File: src/rtl/down_counter_timer_pkg.sv
// ----------------------------------------------------------------------------
// down_counter_timer_pkg
//   Shared definitions for the loadable down-counting timer.
//   - state_t       : FSM state encoding (IDLE=0, RUN=1, PAUSE=2, DONE=3)
//   - DEFAULT_WIDTH : default count width
//   - state_busy    : decode of the "busy" condition (RUN or PAUSE)
// ----------------------------------------------------------------------------
package down_counter_timer_pkg;

    localparam int unsigned DEFAULT_WIDTH = 8;

    typedef enum logic [1:0] {
        S_IDLE  = 2'd0,
        S_RUN   = 2'd1,
        S_PAUSE = 2'd2,
        S_DONE  = 2'd3
    } state_t;

    function automatic logic state_busy(input state_t s);
        return (s == S_RUN) || (s == S_PAUSE);
    endfunction

endpackage

File: src/rtl/down_counter_timer_core.sv
// ----------------------------------------------------------------------------
// down_counter_core
//   WIDTH-bit count register with load / decrement / hold.
//   Ports:
//     clk      : rising-edge clock
//     clr_n    : asynchronous active-low reset (count -> 0)
//     load     : capture load_val (wins over dec)
//     load_val : value to load
//     dec      : decrement by one; ignored at zero so the count never wraps
//     count    : current count (registered)
//     is_one   : count == 1, the terminal step for the controlling FSM
// ----------------------------------------------------------------------------
module down_counter_core #(
    parameter int unsigned WIDTH = 8
) (
    input  logic             clk,
    input  logic             clr_n,
    input  logic             load,
    input  logic [WIDTH-1:0] load_val,
    input  logic             dec,
    output logic [WIDTH-1:0] count,
    output logic             is_one
);

    always_ff @(posedge clk or negedge clr_n) begin
        if (!clr_n) begin
            count <= '0;
        end else if (load) begin
            count <= load_val;
        end else if (dec && (count != '0)) begin
            count <= count - WIDTH'(1);
        end
    end

    assign is_one = (count == WIDTH'(1));

endmodule

File: src/rtl/down_counter_timer.sv
// ----------------------------------------------------------------------------
// down_counter_timer
//   Loadable down-counting timer with one-shot / auto-reload modes,
//   pause/resume and abort. Emits a one-cycle tc pulse on terminal count.
//   Ports:
//     clk      : rising-edge clock
//     clr_n    : asynchronous active-low reset
//     load     : capture load_val into reload register and count (IDLE/DONE)
//     load_val : reload value
//     start    : IDLE/DONE -> RUN, PAUSE -> RUN (resume)
//     stop     : RUN -> PAUSE
//     abort    : any state -> IDLE, count <= reload register
//     auto_rl  : 1 = reload on terminal count, 0 = one-shot (sampled at tc)
//     tick     : decrement enable
//     count    : current count
//     tc       : registered terminal-count pulse
//     busy     : RUN or PAUSE
//     done     : DONE
//   Edge priority: abort > stop > start > load > tick.
// ----------------------------------------------------------------------------
module down_counter_timer
    import down_counter_timer_pkg::*;
#(
    parameter int unsigned WIDTH = DEFAULT_WIDTH
) (
    input  logic             clk,
    input  logic             clr_n,
    input  logic             load,
    input  logic [WIDTH-1:0] load_val,
    input  logic             start,
    input  logic             stop,
    input  logic             abort,
    input  logic             auto_rl,
    input  logic             tick,
    output logic [WIDTH-1:0] count,
    output logic             tc,
    output logic             busy,
    output logic             done
);

    state_t           state, state_nxt;
    logic [WIDTH-1:0] reload_r, reload_nxt;
    logic             tc_nxt;
    logic             cnt_load;
    logic [WIDTH-1:0] cnt_val;
    logic             cnt_dec;
    logic             cnt_is_one;

    down_counter_core #(.WIDTH(WIDTH)) u_core (
        .clk      (clk),
        .clr_n    (clr_n),
        .load     (cnt_load),
        .load_val (cnt_val),
        .dec      (cnt_dec),
        .count    (count),
        .is_one   (cnt_is_one)
    );

    // Next-state decode also drives the count core, so the core and the
    // FSM registers always act on the same priority resolution.
    always_comb begin
        state_nxt  = state;
        reload_nxt = reload_r;
        tc_nxt     = 1'b0;
        cnt_load   = 1'b0;
        cnt_val    = reload_r;
        cnt_dec    = 1'b0;

        if (abort) begin
            state_nxt = S_IDLE;
            cnt_load  = 1'b1;
            cnt_val   = reload_r;
        end else begin
            case (state)
                S_IDLE, S_DONE: begin
                    if (start) begin
                        // A coincident load is dropped: start runs on the
                        // reload value held before this edge.
                        cnt_load = 1'b1;
                        cnt_val  = reload_r;
                        if (reload_r == '0) begin
                            state_nxt = S_DONE;
                            tc_nxt    = 1'b1;
                        end else begin
                            state_nxt = S_RUN;
                        end
                    end else if (load) begin
                        reload_nxt = load_val;
                        cnt_load   = 1'b1;
                        cnt_val    = load_val;
                    end
                end
                S_RUN: begin
                    if (stop) begin
                        state_nxt = S_PAUSE;
                    end else if (tick) begin
                        if (cnt_is_one) begin
                            tc_nxt   = 1'b1;
                            cnt_load = 1'b1;
                            if (auto_rl) begin
                                cnt_val = reload_r;
                            end else begin
                                cnt_val   = '0;
                                state_nxt = S_DONE;
                            end
                        end else begin
                            cnt_dec = 1'b1;
                        end
                    end
                end
                S_PAUSE: begin
                    if (start) begin
                        state_nxt = S_RUN;
                    end
                end
                default: begin
                    state_nxt = S_IDLE;
                end
            endcase
        end
    end

    always_ff @(posedge clk or negedge clr_n) begin
        if (!clr_n) begin
            state    <= S_IDLE;
            reload_r <= '0;
            tc       <= 1'b0;
        end else begin
            state    <= state_nxt;
            reload_r <= reload_nxt;
            tc       <= tc_nxt;
        end
    end

    assign busy = state_busy(state);
    assign done = (state == S_DONE);

endmodule

File: config.mk
export PLATFORM = sky130hd
export DESIGN_NAME = down_counter_timer
export DESIGN_NICKNAME = d
export VERILOG_FILES = /design/src/rtl/down_counter_timer_pkg.sv /design/src/rtl/down_counter_timer_core.sv /design/src/rtl/down_counter_timer.sv
export SDC_FILE = /design/constraint.sdc
export NUM_CORES = 1
export LEC_CHECK = 0
export BUFFER_PORTS_ARGS = -buffer_cell sky130_fd_sc_hd__buf_2
export CAP_MARGIN = 20
export CORE_MARGIN = 1.5
export CORE_UTILIZATION = 50
export CTS_BUF_LIST = sky130_fd_sc_hd__clkbuf_2
export DETAILED_ROUTE_END_ITERATION = 10
export PLACE_DENSITY = 0.78
export SYNTH_ARGS = -nofsm -noshare
export SYNTH_HDL_FRONTEND = slang
export SYNTH_SLANG_ARGS = --single-unit
export TNS_END_PERCENT = 20
File: constraint.sdc
create_clock -name clk -period 3.8 [get_ports clk]
set_clock_uncertainty 0.05 [all_clocks]
set_input_delay 0.19 -clock clk [delete_from_list [all_inputs] [get_ports clk]]
set_output_delay 0.19 -clock clk [all_outputs]
set_load 0.02 [all_outputs]
After elaboration in Yosys (flattened, before gate mapping):

Index checks and enable logic that the tools add are counted.

* $add $sub $neg: 1
* equal/unequal tests: 9
* muxes and demuxes: 35
* bitwise operators: 1
* reductions and logical operators: 9

Operator list (number)
* 8-bit two-way mux: 9
* 2-bit two-way mux: 8
* 8-bit one-hot mux with 2 select lines: 1
* 1-bit two-way mux: 14
* 4-bit inequality test, second input constant: 3
* 8-bit by 1-bit == test with 1-bit output, second input constant: 1
* 8-bit logical NOT: 1
* 8-bit nonzero test: 1
* 8-bit by 1-bit subtractor with 8-bit output, second input constant: 1
* 3-bit inequality test, second input constant: 2
* 2-bit one-hot mux with 3 select lines: 1
* 5-bit AND reduction: 1
* 2-bit == test, second input constant: 2
* 1-bit one-hot mux with 2 select lines: 2
* 2-bit by 1-bit == test with 1-bit output, second input constant: 1
* 2-bit logical NOT: 1
* 2-bit AND reduction: 1
* 2-bit nonzero test: 1
* 2-bit OR reduction: 1
* 1-bit logical AND: 1
* 1-bit logical OR: 1
* 1-bit inverter: 1

* flip-flop bits (word level): 19
* input port bits: 16
* output and inout port bits: 11
* logic and storage cells: 59

Longest topological paths before layout:

Gate-level depths: netlist (run 1).

* word-level depth: 9
* mapped depth: 8

Hierarchy:

From an unflattened synthesis (run 1), not the netlist that was laid out.

* cell total of the unflattened synthesis: 123
* area, all modules: 1238.7 um^2

By module, submodules not included
* down_counter_timer: times used 1, cells each 59, area each 664.4 um^2
* down_counter_core: times used 1, cells each 64, area each 574.3 um^2

Least setup slack after synthesis (run 1):

OpenSTA, ideal clock, no wires.

* path kind: flip-flop to flip-flop
* from: register u_core.count[2]
* to: register u_core.count[5]
* setup time: 86 ps
* data arrival time: 2186 ps
* data required time: 3664 ps
* path slack: 1479 ps
* cell stages (with the launch flop): 8
* clock period less this slack: 2321 ps
* cell sequence: dfrtp_1 -> or4_1 -> buf_2 -> or4_4 -> buf_6 -> and2_4 -> buf_6 -> a32oi_1

* cells in the longest elaborated chain, start to end: 8
* elaborated cells between the ends (all ways): 22
* those cells by class: add/sub (1); eq/ne (1); mux (17); reduce/logical (3)

RTL lines
* start, declared: line down_counter_timer_core.sv:21 `output logic [WIDTH-1:0] count,`
* start signal, assigned: line down_counter_timer_core.sv:29 `count <= load_val;`
* start signal, assigned: line down_counter_timer_core.sv:31 `count <= count - WIDTH'(1);`
* 8-bit by 1-bit == test with 1-bit output: line down_counter_timer_core.sv:35 `assign is_one = (count == WIDTH'(1));`
* 1-bit two-way mux: line down_counter_timer.sv:97 `if (cnt_is_one) begin`
* 1-bit two-way mux: line down_counter_timer.sv:96 `end else if (tick) begin`
* 1-bit two-way mux: line down_counter_timer.sv:94 `if (stop) begin`
* 1-bit two-way mux: line down_counter_timer.sv:74 `case (state)`
* 1-bit two-way mux: line down_counter_timer.sv:69 `if (abort) begin`
* 1-bit logical AND: line down_counter_timer_core.sv:30 `end else if (dec && (count != '0)) begin`
* 2-bit nonzero test (no line)

Several ways; a longest one is shown, not always the timed one. The select of a mux whose other input is x is not followed.
A chain may end at the register's enable or synchronous reset.

Worst setup path in the final report (run 1):

* from: register u_core.count[2]
* to: register u_core.count[1]

Same word-level chain as after synthesis.

==> impl_results.md, run 1 <==
- Relative slew slack: 43.0%
- Critical R2R Capture: u_core.count[1]
- Via count: 1214
- Row count: 18
- Die width: 53.2 um
- Final worst-path cycle share: 63.0%
- Drt via density: 6.19
- Clk root buf: clkbuf_2
- Worst path slowest cell: or4_1
- Buffers on Ports: 26
- FF-to-FF path depth: 4
- HPWL Detailed: 2.26 mm
- Critical Path RT: 3990 ps
- Reg2reg setup slack: 1410 ps
- WP buf/inv: 0
- Status: complete, no violations
- First-pass GRT wire length: 4.91 mm
- Pre-CTS setup slack: 1480 ps
- Min Tclk post-route: 2390 ps
- Htree depth: 1
- # DRC: 0
- CTS tree: built
- Placer Congestion: 0.832
- Final Max Tran Viols: 0
- Post-CTS Setup Bufs: 0
- Setup crit start: u_core.count[2]
- Hold endpoint: reload_r[5]
- Vias in the first global route: 1119
- EDFF count, synth: 0
- Remaining global-route overflow: 0
- DRT Wirelength: 2.90 mm
- Worst slew pin tran: 848 ps
- Chip height: 53.2 um
- Worst setup SP type: flip-flop
- Inserted Clock Buffers: 3
- Fillers: 216
- Initial DRC count: 42
- Yosys warning count: 0
- Hold path depth: 3
- Gr usage total: 23.7%
- Syn nets: 164
- Multi-input logic area: 713 sq um
- Top FF cell, synth: dfrtp_1
- Worst setup margin: 1410 ps
- Layout cells sized above 1: 22.3%
- Crit path max fanout: 8
- NumNets Final: 188
- Initial Util: 51.9%
- Hold Startpoint: load_val[5]
- Initial DRT Pass Iterations: 4
- Finished Core Util: 58.1%
- PD cells: 784 nW/um^2
- Max clock buf depth: 2
- N_diodes: 0
- Synth async-reset ratio: 100%
- Setup TNS: 0 ps
- Hold slack final: 23.8 ps
- Number of synthesized register bits: 19
- Total clock sinks: 19
- Max IR drop VDD: 0.444 mV
- Sequential element share of the synthesized area: 37.7%
- Post-synthesis cell type count: 42
- Initial antenna violation count: 0
- Peak Freq: 418 MHz
- Routed WL per cell: 14.8 um
- Largest delay share family, worst path: compound AO/OA/AOI/OAI gates
- Endpoints failing hold: 0
- Syn_area_per_cell: 8.82 sq um
- Die area: 2830 sq um
- Clock Latency Late Sink: 310 ps
- Crit-path cells: or4_1 > o31ai_1 > mux2_2 > a22oi_1
- Mapped cell area: 1260 sq um
- Leakage: 0.655 nW
- Worst Hold Class: in -> reg
- Critical setup path kind: reg -> reg
- Mapped Cells: 143
- Largest net degree at the start of global routing: 20
- Antenna Nets Post-Route: 0
- Setup violators final: 0
- Crit path capture type: flip-flop
- Max Cap Viol: 0
- Clock transition at the registers of the reported paths: 180 ps
- Area grow syn2layout: 12.0%
- Reg-to-Reg Start: u_core.count[2]
- CP peak stage delay: 690 ps
- Unrepaired setup endpoints after global routing: no
- # IOs: 27
- CP arrival: 2590 ps
- Register Area: 475 sq um
- Area of the core: 2430 sq um
-- state kept, by name (all words and copies together), names as in the netlist --
signal        cells
tc                1
reload_r          8
u_core.count      8
state             2
-- per-stage QoR --
step,area [sq um],std cells,total power [mW]
2_1_floorplan,1260,143,0.854
3_3_place_gp,1380,191,0.991
3_5_place_dp,1380,191,1.01
4_1_cts,1410,196,1.10
5_1_grt,1410,196,1.20
6_report,1410,196,1.11
-- kinds of logic (layout without fill, tap and decap cells) --
group	after synthesis	in the layout	share of synthesized area, %
buffers and inverters	15	38	5.75
and+or+nand+nor	58	58	23.8
DFF	19	19	37.7
AOI/OAI and AO/OA	41	41	23.9
xor gates and xnor gates	2	2	1.39
muxes	3	3	2.48
adders and majority gates	5	5	4.96
-- placed cells by master, fill, tap and decap left out, drive strengths merged, types with 2 or more instances in the layout --
master   n
nand2   27
buf     26
dfrtp   19
a22oi   13
inv      7
nor2     7
o21ai    7
o31ai    5
ha       5
or4      5
a32oi    4
nor3     4
clkbuf   4
a21oi    3
or2      2
nand4    2
mux2i    2
a311oi   2
-- cell usage after synthesis (all sizes together), types with 4 or more instances --
cell type  instances  share of area [%]
ha                 5                5.0
inv                7                2.1
nor2               7                2.1
dfrtp             19                 38
o31ai              5                3.0
a22oi             13                8.1
or4                5                3.3
a32oi              4                2.8
clkbuf             5                1.5
o21ai              7                2.8
nand2             27                8.0
nor3               4                1.6
-- power breakdown --
group	switching (mW)	leakage, nW	internal (mW)	total (mW)
sequential	0.0977	0.236	0.299	0.396
clock	0.0590	0.0166	0.0279	0.0868
combinational	0.383	0.403	0.241	0.624
total	0.539	0.655	0.568	1.11
-- routing by layer --
layer  global-route usage, %  up-vias  part of all wire [%]  wire length, um
met3                    4.52        6                   6.7              195
met5                       0        -                     0                0
met4                    10.7        0                   2.0               58
li1                        -      581                     -                -
met1                    31.6      572                    44             1290
met2                    37.0       55                    47             1360
-- cell type report --
type                            instances  area share (%)
Timing Repair Buffer                   27            9.92
Sequential cell                        19            33.7
Inverter                                7            1.86
Tap cell                               30            2.66
Multi-Input combinational cell        109            50.5
Clock buffer                            4            1.42
-- worst max-delay path by stage --
stage / end / cells after the start / slack [ps]
after floorplan: u_core.count[5] / 7 / 1480
after global placement: u_core.count[1] / 4 / 1580
after detailed placement: u_core.count[1] / 4 / 1480
after CTS: u_core.count[1] / 4 / 1460
after global routing: u_core.count[1] / 4 / 1290
final: u_core.count[1] / 4 / 1410
-- worst register-to-register path: stages (launching register included) --
cell     delay (ps)
dfrtp_1         460
or4_1           690
o31ai_1         610
mux2_2          410
a22oi_1         130
-- repair_timing --
item                                   in CTS  in global routing
hold buffers                                1                  0
endpoints found under the hold margin      19                  0
gates resized for setup                     0                  0
(Power assumes the default switching activity.)
==> inputs of run 2 (changes only) <==
--- a/config.mk
+++ b/config.mk
@@ -11,7 +11,7 @@
 export CORE_UTILIZATION = 50
 export CTS_BUF_LIST = sky130_fd_sc_hd__clkbuf_2
 export DETAILED_ROUTE_END_ITERATION = 10
-export PLACE_DENSITY = 0.78
+export PLACE_DENSITY = 0.81
 export SYNTH_ARGS = -nofsm -noshare
 export SYNTH_HDL_FRONTEND = slang
 export SYNTH_SLANG_ARGS = --single-unit
==> constraint.sdc (replaced) <==
create_clock -name clk -period 2.07 [get_ports clk]
set_clock_uncertainty 0.05 [all_clocks]
set_input_delay 0.1035 -clock clk [delete_from_list [all_inputs] [get_ports clk]]
set_output_delay 0.1035 -clock clk [all_outputs]
set_load 0.02 [all_outputs]
==> run 2 against run 1 <==
Against the previous run: sequential power increased by 82%; via count rose by 12%; cell count up 14%; cell area rose by 20%; maximum frequency increased by 17%; hold slack better by 8.8 ps; clock-buffer cell count decreased by 1; clock power up 100%; non-clock buffer count up 27; highest routed layer unchanged; die area unchanged.
==> impl_results.md, run 2 (same netlist as run 1, synthesis figures left out) <==
- Status: complete, no violations
- Relative slew slack: 70.5% (+27 points)
- Vias in the first global route: 1333 (+19%)
- # IOs: 27 (unchanged)
- Initial antenna violation count: 0 (unchanged)
- Chip height: 53.2 um (unchanged)
- Final Max Tran Viols: 0 (unchanged)
- # DRC: 0 (unchanged)
- Power Total: 2.39 mW (+120%)
- Die width: 53.2 um (unchanged)
- Crit path capture type: flip-flop
- Initial DRT Pass Iterations: 5 (+1)
- Most frequent cells in the layout: nand2_1, buf_2, buf_4
- CP arrival: 2220 ps (-370 ps)
- First-pass GRT wire length: 6.19 mm (+26%)
- Initial DRC count: 66 (+57%)
- Via count: 1362 (+12%)
- Commonest non-fill, non-tap cell in the layout: nand2_1
- Gr usage total: 30.0% (+6.3 points)
- Critical setup path kind: reg -> reg
- Leakage: 0.782 nW (+19%)
- Total clock sinks: 19 (unchanged)
- DRT Wirelength: 3.55 mm (+22%)
- Antenna Nets Post-Route: 0 (unchanged)
- Largest net degree at the start of global routing: 20 (unchanged)
- Setup violators final: 0 (unchanged)
- Max IR drop VDD: 0.950 mV (+110%)
- Peak Freq: 488 MHz (+17%)
- Worst slew pin tran: 442 ps (-405 ps)
- Inserted Clock Buffers: 3 (unchanged)
- Area grow syn2layout: 34.0%
- Unrepaired setup endpoints after global routing: yes
- Post-Place Cells: 206 (+7.9%)
- Pre-CTS setup slack: -32.6 ps (-1510 ps)
- Die area: 2830 sq um (unchanged)
- Biggest regs: reload_r x8, u_core.count x8, state x2
- Worst setup SP type: flip-flop
- Hold slack final: 32.6 ps (+8.79 ps)
- Max Cap Viol: 0 (unchanged)
- Final Cell Area: 1690 sq um (+20%)
- Final worst-path cycle share: 99.0% (+36 points)
- N_diodes: 0 (unchanged)
- Crit path max fanout: 9 (+1)
- Area of the core: 2430 sq um (unchanged)
- Min Tclk post-route: 2050 ps (-344 ps)
- Reg2reg setup slack: 20 ps (-1390 ps)
- Remaining global-route overflow: 0 (unchanged)
- Drt via density: 6.11 (-1.4%)
- Worst setup margin: 20.8 ps (-1390 ps)
- Placed inst area: 1500 sq um (+8.4%)
- Clock transition at the registers of the reported paths: 210 ps (+30 ps)
- Layout cells sized above 1: 34.2% (+12 points)
- Buffers on Ports: 26 (unchanged)
- Clock Latency Late Sink: 340 ps (+30 ps)
- Clk root buf: clkbuf_2
- Routed WL per cell: 15.9 um (+7.5%)
- Critical Path RT: 2240 ps (-1750 ps)
- NumNets Final: 215 (+14%)
- Endpoints failing hold: 0 (unchanged)
- Max clock buf depth: 2 (unchanged)
- CTS tree: built
- Placer Congestion: 0.882 (+6.1%)
- Row count: 18 (unchanged)
- Htree depth: 1 (unchanged)
- Fillers: 195 (-9.7%)
- Initial Util: 51.9% (unchanged)
- PD cells: 1420 nW/um^2 (+81%)
- Fin cells: 223 (+14%)
- HPWL Detailed: 2.64 mm (+17%)
- Worst Hold Class: in -> reg
## run 2: critical path, cell delays in order, from the launching register on
cell and delay, ps:
dfrtp_2 450, or4_4 580, or4_4 500, a22oi_1 240, a22oi_1 120
## run 2: cell type report
| class | instances | area [sq um] | share of cell area (%) |
|---|---|---|---|
| multi-input cells | 109 | 761 | 45.0 |
| well taps | 30 | 37.5 | 2.22 |
| inverters | 7 | 26.3 | 1.55 |
| clock inverters | 1 | 5.00 | 0.296 |
| flip-flops and latches | 19 | 480 | 28.4 |
| repair buffers | 54 | 365 | 21.6 |
| clock buffers | 3 | 15.0 | 0.888 |
## run 2: path summary, 6_finish.rpt
check,start,endpoint,cells after the start
max reg2reg,u_core.count[2],u_core.count[1],4
min reg2reg,reload_r[2],reload_r[2],2
min,stop,state[0],4
min in group asynchronous,clr_n,tc,2
max,u_core.count[2],u_core.count[1],4
max in group asynchronous,clr_n,u_core.count[3],2
## run 2: layer usage
layer	vias up	wire length [um]	track usage, %
met1	657	1610	40.0
met2	58	1680	49.0
met4	0	59	8.12
li1	635	-	-
met3	12	200	6.21
met5	-	0	0
## run 2: where the power goes
part / internal, mW / switching (mW)
clock: 0.0438 / 0.131
combinational: 0.653 / 0.848
sequential: 0.555 / 0.164
total: 1.25 / 1.14
## run 2: repair_timing
item / 4_1_cts / 5_1_grt
hold buffers: 10 / 0
hold endpoints to repair: 29 / 0
setup buffers: 0 / 3
resized for setup: 2 / 11
pin swaps: 0 / 4
setup endpoints to repair: 10 / 11
## run 2: through the flow
step	util, %	TNS, ps
floorplan	-	-1320
global placement	61.6	0
detailed placement	61.6	-112
CTS	67.0	0
global route	69.5	-91.1
finish	69.5	0
